### config.mk
export PLATFORM = sky130hd
export DESIGN_NAME = shared_mux_arbiter_flat
export DESIGN_NICKNAME = d
export VERILOG_FILES = /design/src/rtl/shared_mux_arbiter_pkg.sv /design/src/rtl/shared_mux_arbiter_if.sv /design/src/rtl/shared_mux_arbiter_rr_pick.sv /design/src/rtl/shared_mux_arbiter.sv /design/src/flat_wrapper.sv
export SDC_FILE = /design/constraint.sdc
export NUM_CORES = 1
export LEC_CHECK = 0
export ABC_AREA = 1
export CAP_MARGIN = 15
export CORE_UTILIZATION = 38
export DETAILED_ROUTE_END_ITERATION = 10
export PLACE_DENSITY = 0.76
export SYNTH_ARGS = -nofsm -noshare
export SYNTH_HDL_FRONTEND = slang
export SYNTH_SLANG_ARGS = --single-unit
### constraint.sdc
create_clock -name clk -period 1.55 [get_ports clk]
set_input_delay 0.31 -clock clk [delete_from_list [all_inputs] [get_ports clk]]
set_output_delay 0.31 -clock clk [all_outputs]
set_load 0.005 [all_outputs]
### src/rtl/shared_mux_arbiter_pkg.sv
// -----------------------------------------------------------------------------
// shared_mux_pkg
// Shared types and constants for the shared-lane round-robin arbiter.
//   state_t    : arbiter FSM state (IDLE = no owner, BUSY = lane owned)
//   DEF_N      : default requester count
//   DEF_W      : default data width per requester
//   SEL_W      : select width for the default requester count
//   sel_width(): index width for an n-entry select (never below 1 bit)
// -----------------------------------------------------------------------------
package shared_mux_pkg;

    localparam int DEF_N = 4;
    localparam int DEF_W = 8;
    localparam int SEL_W = $clog2(DEF_N);

    typedef enum logic [0:0] {
        IDLE = 1'b0,
        BUSY = 1'b1
    } state_t;

    // Width of a binary index into n entries; a 1-entry space still needs a bit.
    function automatic int sel_width(input int n);
        return (n > 1) ? $clog2(n) : 1;
    endfunction

endpackage

### src/rtl/shared_mux_arbiter_if.sv
// -----------------------------------------------------------------------------
// shared_mux_arbiter_if
// Bundle between N requesters and the shared output lane.
//   req      [N]        : request per requester, held while the lane is wanted
//   din      [N*W]      : flattened data, requester i at [i*W +: W]
//   gnt      [N]        : one-hot grant
//   sel      [SEL_BITS] : binary index of the current owner
//   dout     [W]        : registered lane output
//   dout_vld            : dout carries owner data this cycle
// Modports:
//   master : requester side (drives req/din, observes the lane)
//   slave  : arbiter side (receives req/din, drives the lane)
// -----------------------------------------------------------------------------
interface shared_mux_arbiter_if
    import shared_mux_pkg::*;
#(
    parameter int N = DEF_N,
    parameter int W = DEF_W
);
    localparam int SEL_BITS = sel_width(N);

    logic [N-1:0]        req;
    logic [N*W-1:0]      din;
    logic [N-1:0]        gnt;
    logic [SEL_BITS-1:0] sel;
    logic [W-1:0]        dout;
    logic                dout_vld;

    modport master (
        output req,
        output din,
        input  gnt,
        input  sel,
        input  dout,
        input  dout_vld
    );

    modport slave (
        input  req,
        input  din,
        output gnt,
        output sel,
        output dout,
        output dout_vld
    );

endinterface

### src/rtl/shared_mux_arbiter_rr_pick.sv
// -----------------------------------------------------------------------------
// rr_pick
// Combinational rotate-priority search: returns the first asserted request
// found when scanning ptr, ptr+1, ... wrapping modulo N.
//   req   [N]        : request vector
//   ptr   [SEL_BITS] : index searched first (expected < N)
//   found            : at least one request is asserted
//   idx   [SEL_BITS] : index of the winning request (0 when none)
// -----------------------------------------------------------------------------
module rr_pick #(
    parameter int N        = 4,
    parameter int SEL_BITS = 2
) (
    input  logic [N-1:0]        req,
    input  logic [SEL_BITS-1:0] ptr,
    output logic                found,
    output logic [SEL_BITS-1:0] idx
);

    // Scan from the farthest rotation back to ptr so the closest hit wins last.
    always_comb begin
        int                  cand;
        logic [SEL_BITS-1:0] cand_idx;
        cand     = 0;
        cand_idx = '0;
        found    = 1'b0;
        idx      = '0;
        for (int k = N - 1; k >= 0; k--) begin
            cand     = (int'(ptr) + k) % N;
            cand_idx = SEL_BITS'(cand);
            found    = req[cand_idx] ? 1'b1     : found;
            idx      = req[cand_idx] ? cand_idx : idx;
        end
    end

endmodule

### src/rtl/shared_mux_arbiter.sv
// -----------------------------------------------------------------------------
// shared_mux_arbiter
// Round-robin arbiter sharing one registered N:1 mux lane between N
// requesters. A requester keeps ownership while it holds req; on release the
// lane goes idle for one cycle and the search restarts after the old owner.
//   clk  : rising-edge clock
//   rst  : asynchronous active-high reset
//   bus  : shared_mux_arbiter_if.slave (req, din in; gnt, sel, dout, dout_vld out)
// Parameters: N (2..8) requesters, W data bits, MAX_HOLD (>= 1) hold limit.
// Optional build macro SHARED_MUX_HOLD_LIMIT_EN: once the owner has been BUSY
// for MAX_HOLD cycles while someone else waits, it is released as if it had
// dropped req. Without the macro a grant lasts until the owner lets go.
// -----------------------------------------------------------------------------
module shared_mux_arbiter
    import shared_mux_pkg::*;
#(
    parameter int N        = DEF_N,
    parameter int W        = DEF_W,
    parameter int MAX_HOLD = 8
) (
    input  logic                  clk,
    input  logic                  rst,
    shared_mux_arbiter_if.slave   bus
);

    localparam int SEL_BITS = sel_width(N);
    localparam int HOLD_W   = sel_width(MAX_HOLD);

    if (N < 2 || N > 8 || MAX_HOLD < 1) begin : g_param_err
        $error("shared_mux_arbiter: N must be 2..8 and MAX_HOLD must be >= 1");
    end

    // One-hot grant vector for owner index idx.
    function automatic logic [N-1:0] onehot(input logic [SEL_BITS-1:0] idx);
        logic [N-1:0] vec;
        vec      = '0;
        vec[idx] = 1'b1;
        return vec;
    endfunction

    // Index following idx, wrapping N-1 back to 0.
    function automatic logic [SEL_BITS-1:0] next_index(input logic [SEL_BITS-1:0] idx);
        return (idx == SEL_BITS'(N - 1)) ? SEL_BITS'(0) : idx + SEL_BITS'(1);
    endfunction

    state_t              state_r,    state_s;
    logic [N-1:0]        gnt_r,      gnt_s;
    logic [SEL_BITS-1:0] sel_r,      sel_s;
    logic [W-1:0]        dout_r,     dout_s;
    logic                dout_vld_r, dout_vld_s;
    logic [SEL_BITS-1:0] ptr_r,      ptr_s;

    logic                pick_found_s;
    logic [SEL_BITS-1:0] pick_idx_s;
    logic                owner_req_s;
    logic [W-1:0]        owner_din_s;
    logic                force_rel_s;

    rr_pick #(
        .N        (N),
        .SEL_BITS (SEL_BITS)
    ) u_rr_pick (
        .req   (bus.req),
        .ptr   (ptr_r),
        .found (pick_found_s),
        .idx   (pick_idx_s)
    );

    assign owner_req_s = bus.req[sel_r];

    // Owner data mux; only the current owner's slice ever reaches dout.
    always_comb begin
        owner_din_s = '0;
        for (int i = 0; i < N; i++) begin
            owner_din_s = (sel_r == SEL_BITS'(i)) ? bus.din[i*W +: W] : owner_din_s;
        end
    end

`ifdef SHARED_MUX_HOLD_LIMIT_EN
    logic [HOLD_W-1:0] hold_cnt_r, hold_cnt_s;
    logic              hold_at_max_s;
    logic              others_wait_s;

    assign hold_at_max_s = (hold_cnt_r == HOLD_W'(MAX_HOLD - 1));
    assign others_wait_s = |(bus.req & ~gnt_r);
    assign force_rel_s   = hold_at_max_s && others_wait_s;

    // Hold counter: cleared on each new grant, saturates at MAX_HOLD-1.
    always_ff @(posedge clk or posedge rst) begin
        if (rst) begin
            hold_cnt_r <= '0;
        end else begin
            hold_cnt_r <= hold_cnt_s;
        end
    end
`else
    assign force_rel_s = 1'b0;
`endif

    // Next-state and next-output logic for the IDLE/BUSY controller.
    always_comb begin
        state_s    = state_r;
        gnt_s      = gnt_r;
        sel_s      = sel_r;
        dout_s     = dout_r;
        dout_vld_s = dout_vld_r;
        ptr_s      = ptr_r;
`ifdef SHARED_MUX_HOLD_LIMIT_EN
        hold_cnt_s = hold_cnt_r;
`endif
        case (state_r)
            IDLE: begin
                dout_vld_s = 1'b0;
                if (pick_found_s) begin
                    state_s = BUSY;
                    gnt_s   = onehot(pick_idx_s);
                    sel_s   = pick_idx_s;
`ifdef SHARED_MUX_HOLD_LIMIT_EN
                    hold_cnt_s = '0;
`endif
                end else begin
                    state_s = IDLE;
                    gnt_s   = '0;
                end
            end
            BUSY: begin
                if (owner_req_s && !force_rel_s) begin
                    dout_s     = owner_din_s;
                    dout_vld_s = 1'b1;
`ifdef SHARED_MUX_HOLD_LIMIT_EN
                    hold_cnt_s = hold_at_max_s ? hold_cnt_r : hold_cnt_r + HOLD_W'(1);
`endif
                end else begin
                    // Release (voluntary or forced): dout keeps its last value.
                    state_s    = IDLE;
                    gnt_s      = '0;
                    dout_vld_s = 1'b0;
                    ptr_s      = next_index(sel_r);
                end
            end
            default: begin
                state_s    = IDLE;
                gnt_s      = '0;
                dout_vld_s = 1'b0;
            end
        endcase
    end

    // Controller state and registered lane outputs.
    always_ff @(posedge clk or posedge rst) begin
        if (rst) begin
            state_r    <= IDLE;
            gnt_r      <= '0;
            sel_r      <= '0;
            dout_r     <= '0;
            dout_vld_r <= 1'b0;
            ptr_r      <= '0;
        end else begin
            state_r    <= state_s;
            gnt_r      <= gnt_s;
            sel_r      <= sel_s;
            dout_r     <= dout_s;
            dout_vld_r <= dout_vld_s;
            ptr_r      <= ptr_s;
        end
    end

    assign bus.gnt      = gnt_r;
    assign bus.sel      = sel_r;
    assign bus.dout     = dout_r;
    assign bus.dout_vld = dout_vld_r;

endmodule
### src/flat_wrapper.sv
// flat-port wrapper written by rule: the top's interface ports become plain ports
module shared_mux_arbiter_flat import shared_mux_pkg::*;
#(
    parameter int N        = DEF_N,
    parameter int W        = DEF_W,
    parameter int MAX_HOLD = 8
)
  (clk, rst, bus_req, bus_din, bus_gnt, bus_sel, bus_dout, bus_dout_vld);
  shared_mux_arbiter_if #(.N(N), .W(W)) bus_i ();
  input  logic clk;
  input  logic rst;
  input wire logic [$bits(bus_i.req)-1:0] bus_req;
  input wire logic [$bits(bus_i.din)-1:0] bus_din;
  output wire logic [$bits(bus_i.gnt)-1:0] bus_gnt;
  output wire logic [$bits(bus_i.sel)-1:0] bus_sel;
  output wire logic [$bits(bus_i.dout)-1:0] bus_dout;
  output wire logic [$bits(bus_i.dout_vld)-1:0] bus_dout_vld;
  assign bus_i.req = bus_req;
  assign bus_i.din = bus_din;
  assign bus_gnt = bus_i.gnt;
  assign bus_sel = bus_i.sel;
  assign bus_dout = bus_i.dout;
  assign bus_dout_vld = bus_i.dout_vld;
  shared_mux_arbiter #(.N(N), .W(W), .MAX_HOLD(MAX_HOLD)) u_core (.clk(clk), .rst(rst), .bus(bus_i));
endmodule
==> results of run 1 <==
==> power breakdown <==
group	total, mW	switching (mW)	internal (mW)	leakage (nW)
Sequential	0.906	0.199	0.707	0.216
Clock	0.303	0.160	0.144	0.0210
Combinational	3.27	1.61	1.65	0.776
Total	4.47	1.97	2.50	1.01
==> cell families (layout without fill, tap and decap cells) <==
kind of cell               after synthesis  in the layout  share of synthesized area (%)
and+or+nand+nor                         76             76                          25.93
adders and majority gates                4              4                          4.020
buffers and inverters                   23             98                          7.939
DFF                                     18             18                          36.18
AOI/OAI and AO/OA                       44             44                          25.93
==> cell usage after synthesis (2+ instances only) <==
cell type,count
a2bb2oi_1,3
nand4_1,2
nor2_1,3
inv_1,12
nand2_2,3
inv_2,6
nand2_1,59
a2bb2oi_2,5
dfrtp_1,18
o21ai_0,8
a21oi_1,12
nor2_2,3
nand3_2,2
nand3_1,4
ha_1,4
o21ai_1,4
a22oi_1,8
==> sequential cells by signal (all words and copies together), names as in the netlist <==
| signal | cells |
|---|---|
| u_core.bus.dout | 8 |
| u_core.ptr_r | 2 |
| u_core.state_r | 1 |
| u_core.bus.gnt | 4 |
| u_core.bus.sel | 2 |
| u_core.bus.dout_vld | 1 |
==> final timing paths <==
| kind | start | endpoint | slack, ns |
|---|---|---|---|
| min in group clk | u_core.bus.gnt[1] | u_core.bus.gnt[1] | 0.49 |
| worst max register to register | u_core.bus.sel[0] | u_core.bus.dout[4] | -0.01 |
| worst min-delay path | rst | u_core.bus.gnt[2] | 0.30 |
| worst max-delay path | u_core.bus.sel[0] | u_core.bus.dout[4] | -0.01 |
| worst min register to register | u_core.bus.gnt[1] | u_core.bus.gnt[1] | 0.49 |
| max in group asynchronous | rst | u_core.ptr_r[0] | 1.05 |
==> metal layers <==
layer	wire [µm]	share of wire (%)	track usage (%)
met4	91	2.6	6.122
met1	1516	43	24.97
met2	1802	51	34.67
met5	0	0	0
met3	125	3.5	1.965
==> timing repair <==
item                       4_1_cts  5_1_grt
cloned                           0        0
setup endpoints to repair        4       19
setup buffers                    4        7
resized for setup               17       38
hold endpoints to repair         0        0
pin swaps                        1       11
==> worst reg2reg max path: stages (launching register included) <==
cell	delay, ns
dfrtp_1	0.44
buf_6	0.14
buf_4	0.17
a21oi_4	0.16
o21ai_4	0.09
nand3_4	0.11
buf_4	0.17
a21oi_1	0.05
a2bb2oi_1	0.16
==> final cells by class <==
type                       count  area, µm²  share of cell area, %
multi-input combinational    124      828.3                  38.00
timing repair buffer          76      733.2                  33.64
sequential                    18      451.7                  20.72
inverter                      18      75.07                  3.444
tap                           44      55.05                  2.526
clock buffer                   4      36.28                  1.665
==> results.json, run 1 <==
{
  "fin_skew_ns": 0.005700,
  "area_delta_synth_final_pct": 75.08,
  "grt_pass1_wl_um": 5264,
  "fill_cells": 238,
  "synth.top_cell.area_share_pct": 36.18,
  "setup_violations": 1,
  "critical_path.slowest_cell": "dfrtp_1",
  "maxCapViolCount": 0,
  "synth_cells": 165,
  "vias_per_cell": 4.930,
  "finalNetCount": 283,
  "cts_tree": "yes",
  "cp_max_fo": 6,
  "crit_top_cell": "buf_4",
  "antenna_found_initial": 0,
  "syn_area_per_cell_um2": 7.545,
  "antenna_cells": 0,
  "yosysSeqAreaShare_pct": 36.18,
  "tightestPinTransition_ns": 0.2697,
  "cp_top_family": "buffers and inverters",
  "async_flop_share_pct": 100.0,
  "htree_levels": 1,
  "die-area_um2": 3509,
  "yosys-top-cells-area": "dfrtp_1, nand2_1, a2bb2oi_2",
  "cts_buffers": 3,
  "drive_above_1_share_pct": 31.25,
  "rsz0062_at_grt": "yes",
  "drc": 0,
  "synth-main-ff-cell": "dfrtp_1",
  "yosys_warnings": 0,
  "finalSetupTns_ns": -0.01385,
  "fin_crit_ns": 1.564,
  "crit_buf_inv": 3,
  "mostFrequentLayoutCells": "nand2_1, clkdlybuf4s50_1, buf_4",
  "gp_congestion": 0.8077,
  "crit_path_end_kind": "flop",
  "p_per_area_nw_per_um2": 2053,
  "timing.final.crit_share_pct": 100.9,
  "firstDrtPassIters": 4,
  "grt_max_degree": 19,
  "synth_edf_count": 0,
  "ys_ff_latch": 18,
  "min_path_type": "input pin to asynchronous set/reset pin",
  "die_w_um": 59.24,
  "hpwl_um": 2518,
  "fmax_mhz": 639.4,
  "power_leakage_nw": 1.012,
  "rows": 20,
  "irDropWorstVdd_mv": 1.148,
  "critical-path-max-stage-delay_ns": 0.44,
  "synth.distinct_cells": 26,
  "first_global_vias": 1263,
  "layout_setup_ws_ns": -0.01385,
  "crit_cells": 8,
  "post-route-util_pct": 70.81,
  "grt-ovfl-total": 0,
  "clkLatencyLatePin_ns": 0.31,
  "crit_required_ns": 1.79,
  "worstSetupStartpointType": "flop",
  "holdWs_ns": 0.2953,
  "cts.path.max_buffers": 2,
  "ctsHoldBuffers": 0,
  "synth_nets": 207,
  "core_um2": 3078,
  "antenna_left": 0,
  "crit_chain": "buf_6 > buf_4 > a21oi_4 > o21ai_4 > nand3_4 > buf_4 > a21oi_1 > a2bb2oi_1",
  "r2r_cells": 8,
  "ios": 53,
  "place_area_um2": 1902,
  "cts.sinks": 18,
  "drt_iter0_drc": 26,
  "crit_arrival_ns": 1.80,
  "routed_wirelength_um": 3536,
  "cts_root_buffer": "clkbuf_4",
  "start_util_pct": 40.45,
  "synth_area_um2": 1245,
  "dp.cells": 269,
  "status": "finished, violations left",
  "slew_headroom_pct": 82.02,
  "wl_per_cell_um": 12.45,
  "grtUsageTotal_pct": 19.62,
  "path_clk_slew_ns": 0.11,
  "hold_viol_final": 0,
  "finalInstanceArea_um2": 2180,
  "final-max-slew-violation-count": 0,
  "vias": 1400,
  "critical_path_class": "flop to flop",
  "violations": "setup timing",
  "synth_top_cell_by_area": "dfrtp_1",
  "port_buffers": 52,
  "die_height_um": 59.24,
  "layoutNonFillerInstCount": 284,
  "dpl_worst_slack_ns": -0.2648,
  "power_mw": 4.475,
  "final_common_cell": "nand2_1"
}
Power figures use the tool's default switching activity.
==> run 2, diff against run 1 <==
--- a/config.mk
+++ b/config.mk
@@ -6,7 +6,7 @@
 export NUM_CORES = 1
 export LEC_CHECK = 0
 export ABC_AREA = 1
-export CAP_MARGIN = 15
+export CAP_MARGIN = 10
 export CORE_UTILIZATION = 38
 export DETAILED_ROUTE_END_ITERATION = 10
 export PLACE_DENSITY = 0.76
==> results of run 2 <==
No change in the layout: final DEF, timing and power equal those of run 1.
==> run 3, diff against run 2 <==
--- a/config.mk
+++ b/config.mk
@@ -7,9 +7,10 @@
 export LEC_CHECK = 0
 export ABC_AREA = 1
 export CAP_MARGIN = 10
-export CORE_UTILIZATION = 38
+export CORE_ASPECT_RATIO = 0.75
+export CORE_UTILIZATION = 45
 export DETAILED_ROUTE_END_ITERATION = 10
-export PLACE_DENSITY = 0.76
+export PLACE_DENSITY = 0.84
 export SYNTH_ARGS = -nofsm -noshare
 export SYNTH_HDL_FRONTEND = slang
 export SYNTH_SLANG_ARGS = --single-unit
==> constraint.sdc (replaced) <==
create_clock -name clk -period 1.8 [get_ports clk]
set_input_delay 0.36 -clock clk [delete_from_list [all_inputs] [get_ports clk]]
set_output_delay 0.36 -clock clk [all_outputs]
set_load 0.005 [all_outputs]
==> run 3 against run 2 <==
The flow now finishes without violations. Critical endpoint is now bus_sel[0]. Global-route usage increased by 3.6 points. Die area fell by 15%. Combinational power fell by 35%. Final cell count decreased by 8.5%. Sequential cell count did not move.
==> results.json, run 3 (synthesized netlist as in run 1, its figures left out) <==
{
  "r2r_start": "u_core.bus.sel[0]",
  "antenna_cells": 0,
  "min_path_type": "input pin to asynchronous set/reset pin",
  "hpwl_um": 2648,
  "vias_per_cell": 4.931,
  "crit_arrival_ns": 1.35,
  "tightestPinTransition_ns": 0.4842,
  "cp_top_family": "buffers and inverters",
  "cts_root_buffer": "clkbuf_8",
  "ios": 53,
  "grt_pass1_wl_um": 5264,
  "cts.sinks": 18,
  "timing.final.crit_share_pct": 94.76,
  "die_w_um": 62.74,
  "drc": 0,
  "rsz0062_at_grt": "no",
  "slew_headroom_pct": 67.72,
  "crit_path_end_kind": "primary output",
  "fin_skew_ns": 0.004358,
  "vias": 1282,
  "fmax_mhz": 586.3,
  "ctsHoldBuffers": 0,
  "core_um2": 2623,
  "hold_viol_final": 0,
  "layoutNonFillerInstCount": 260,
  "clkLatencyLatePin_ns": 0.26,
  "htree_levels": 1,
  "area_delta_synth_final_pct": 52.46,
  "dp.cells": 256,
  "critical-path-max-stage-delay_ns": 0.58,
  "rows": 16,
  "cp_max_fo": 9,
  "finalNetCount": 267,
  "reg2reg_to": "u_core.bus.dout[7]",
  "antenna_left": 0,
  "gp_congestion": 0.8406,
  "p_per_area_nw_per_um2": 1717,
  "crit_required_ns": 1.44,
  "final-max-slew-violation-count": 0,
  "critical_path.slowest_cell": "clkdlybuf4s50_1",
  "drt_iter0_drc": 55,
  "power_leakage_nw": 0.8964,
  "routed_wirelength_um": 3252,
  "first_global_vias": 1161,
  "antenna_found_initial": 0,
  "fin_crit_ns": 1.706,
  "grt_max_degree": 19,
  "largest_reg_flops": 8,
  "cts_buffers": 3,
  "status": "completed",
  "rrSetupSlack_ns": 0.17,
  "start_util_pct": 47.47,
  "finalSetupTns_ns": 0,
  "irDropWorstVdd_mv": 0.9741,
  "maxCapViolCount": 0,
  "r2r_cells": 9,
  "firstDrtPassIters": 4,
  "grtUsageTotal_pct": 23.21,
  "critical_path_class": "flop to primary output",
  "die-area_um2": 2983,
  "crit_chain": "clkdlybuf4s50_1",
  "place_area_um2": 1839,
  "cts_tree": "yes",
  "fill_cells": 208,
  "crit_buf_inv": 1,
  "final_common_cell": "nand2_1",
  "die_height_um": 47.55,
  "mostFrequentLayoutCells": "nand2_1, clkdlybuf4s50_1, dfrtp_1",
  "finalInstanceArea_um2": 1898,
  "port_buffers": 52,
  "worstSetupStartpointType": "flop",
  "path_clk_slew_ns": 0.07,
  "wl_per_cell_um": 12.51,
  "setup_violations": 0,
  "cts.path.max_buffers": 2,
  "power_mw": 3.259,
  "grt-ovfl-total": 0,
  "drive_above_1_share_pct": 15.63
}
[run 3: power by group]
part / switching (mW) / internal [mW]
Sequential: 0.203 / 0.608
Clock: 0.135 / 0.195
Combinational: 1.09 / 1.03
Total: 1.43 / 1.83
[run 3: stage by stage]
| step | utilization [%] | hold WS [ns] | setup slack (ns) |
|---|---|---|---|
| after floorplan | - | 0.2986 | 0.1871 |
| final | 72.38 | 0.4352 | 0.09438 |
| after detailed placement | 70.13 | 0.4711 | -0.1155 |
| after global placement | 70.13 | 0.4649 | -0.02413 |
| after global routing | 72.38 | 0.4814 | 0.0004121 |
| after CTS | 72.23 | 0.4421 | 0.09383 |
[run 3: final cells by class]
class,count,area (µm²),area share [%]
inverter,18,67.56,3.560
multi-input combinational,124,699.4,36.85
clock buffer,4,55.05,2.900
timing repair buffer,60,580.6,30.59
sequential,18,450.4,23.73
tap,36,45.04,2.373
[run 3: metal layers]
| metal | vias to the layer above | routed length [µm] | global-route usage (%) |
|---|---|---|---|
| li1 | 667 | - | - |
| met1 | 584 | 1572 | 31.20 |
| met2 | 28 | 1533 | 40.43 |
| met3 | 3 | 127 | 5.238 |
| met4 | 0 | 18 | 2.791 |
| met5 | - | 0 | 0 |
[run 3: repair_timing]
item	CTS	global route
setup endpoints to repair	0	4
setup buffers	0	0
gates resized for setup	0	1
hold endpoints to repair	0	0
[run 3: how the worst max path moves through the flow]
| stage | cells after the start | end | startpoint | slack, ns |
|---|---|---|---|---|
| 2_1_floorplan | 7 | u_core.bus.dout[3] | u_core.bus.sel[0] | 0.19 |
| 3_3_place_gp | 10 | u_core.bus.gnt[3] | bus_req[3] | -0.02 |
| 3_5_place_dp | 10 | u_core.bus.sel[0] | bus_req[3] | -0.12 |
| 4_1_cts | 1 | bus_sel[0] | u_core.bus.sel[0] | 0.09 |
| 5_1_grt | 8 | u_core.bus.dout[7] | u_core.bus.sel[1] | 0.0004 |
| 6_report | 1 | bus_sel[0] | u_core.bus.sel[0] | 0.09 |
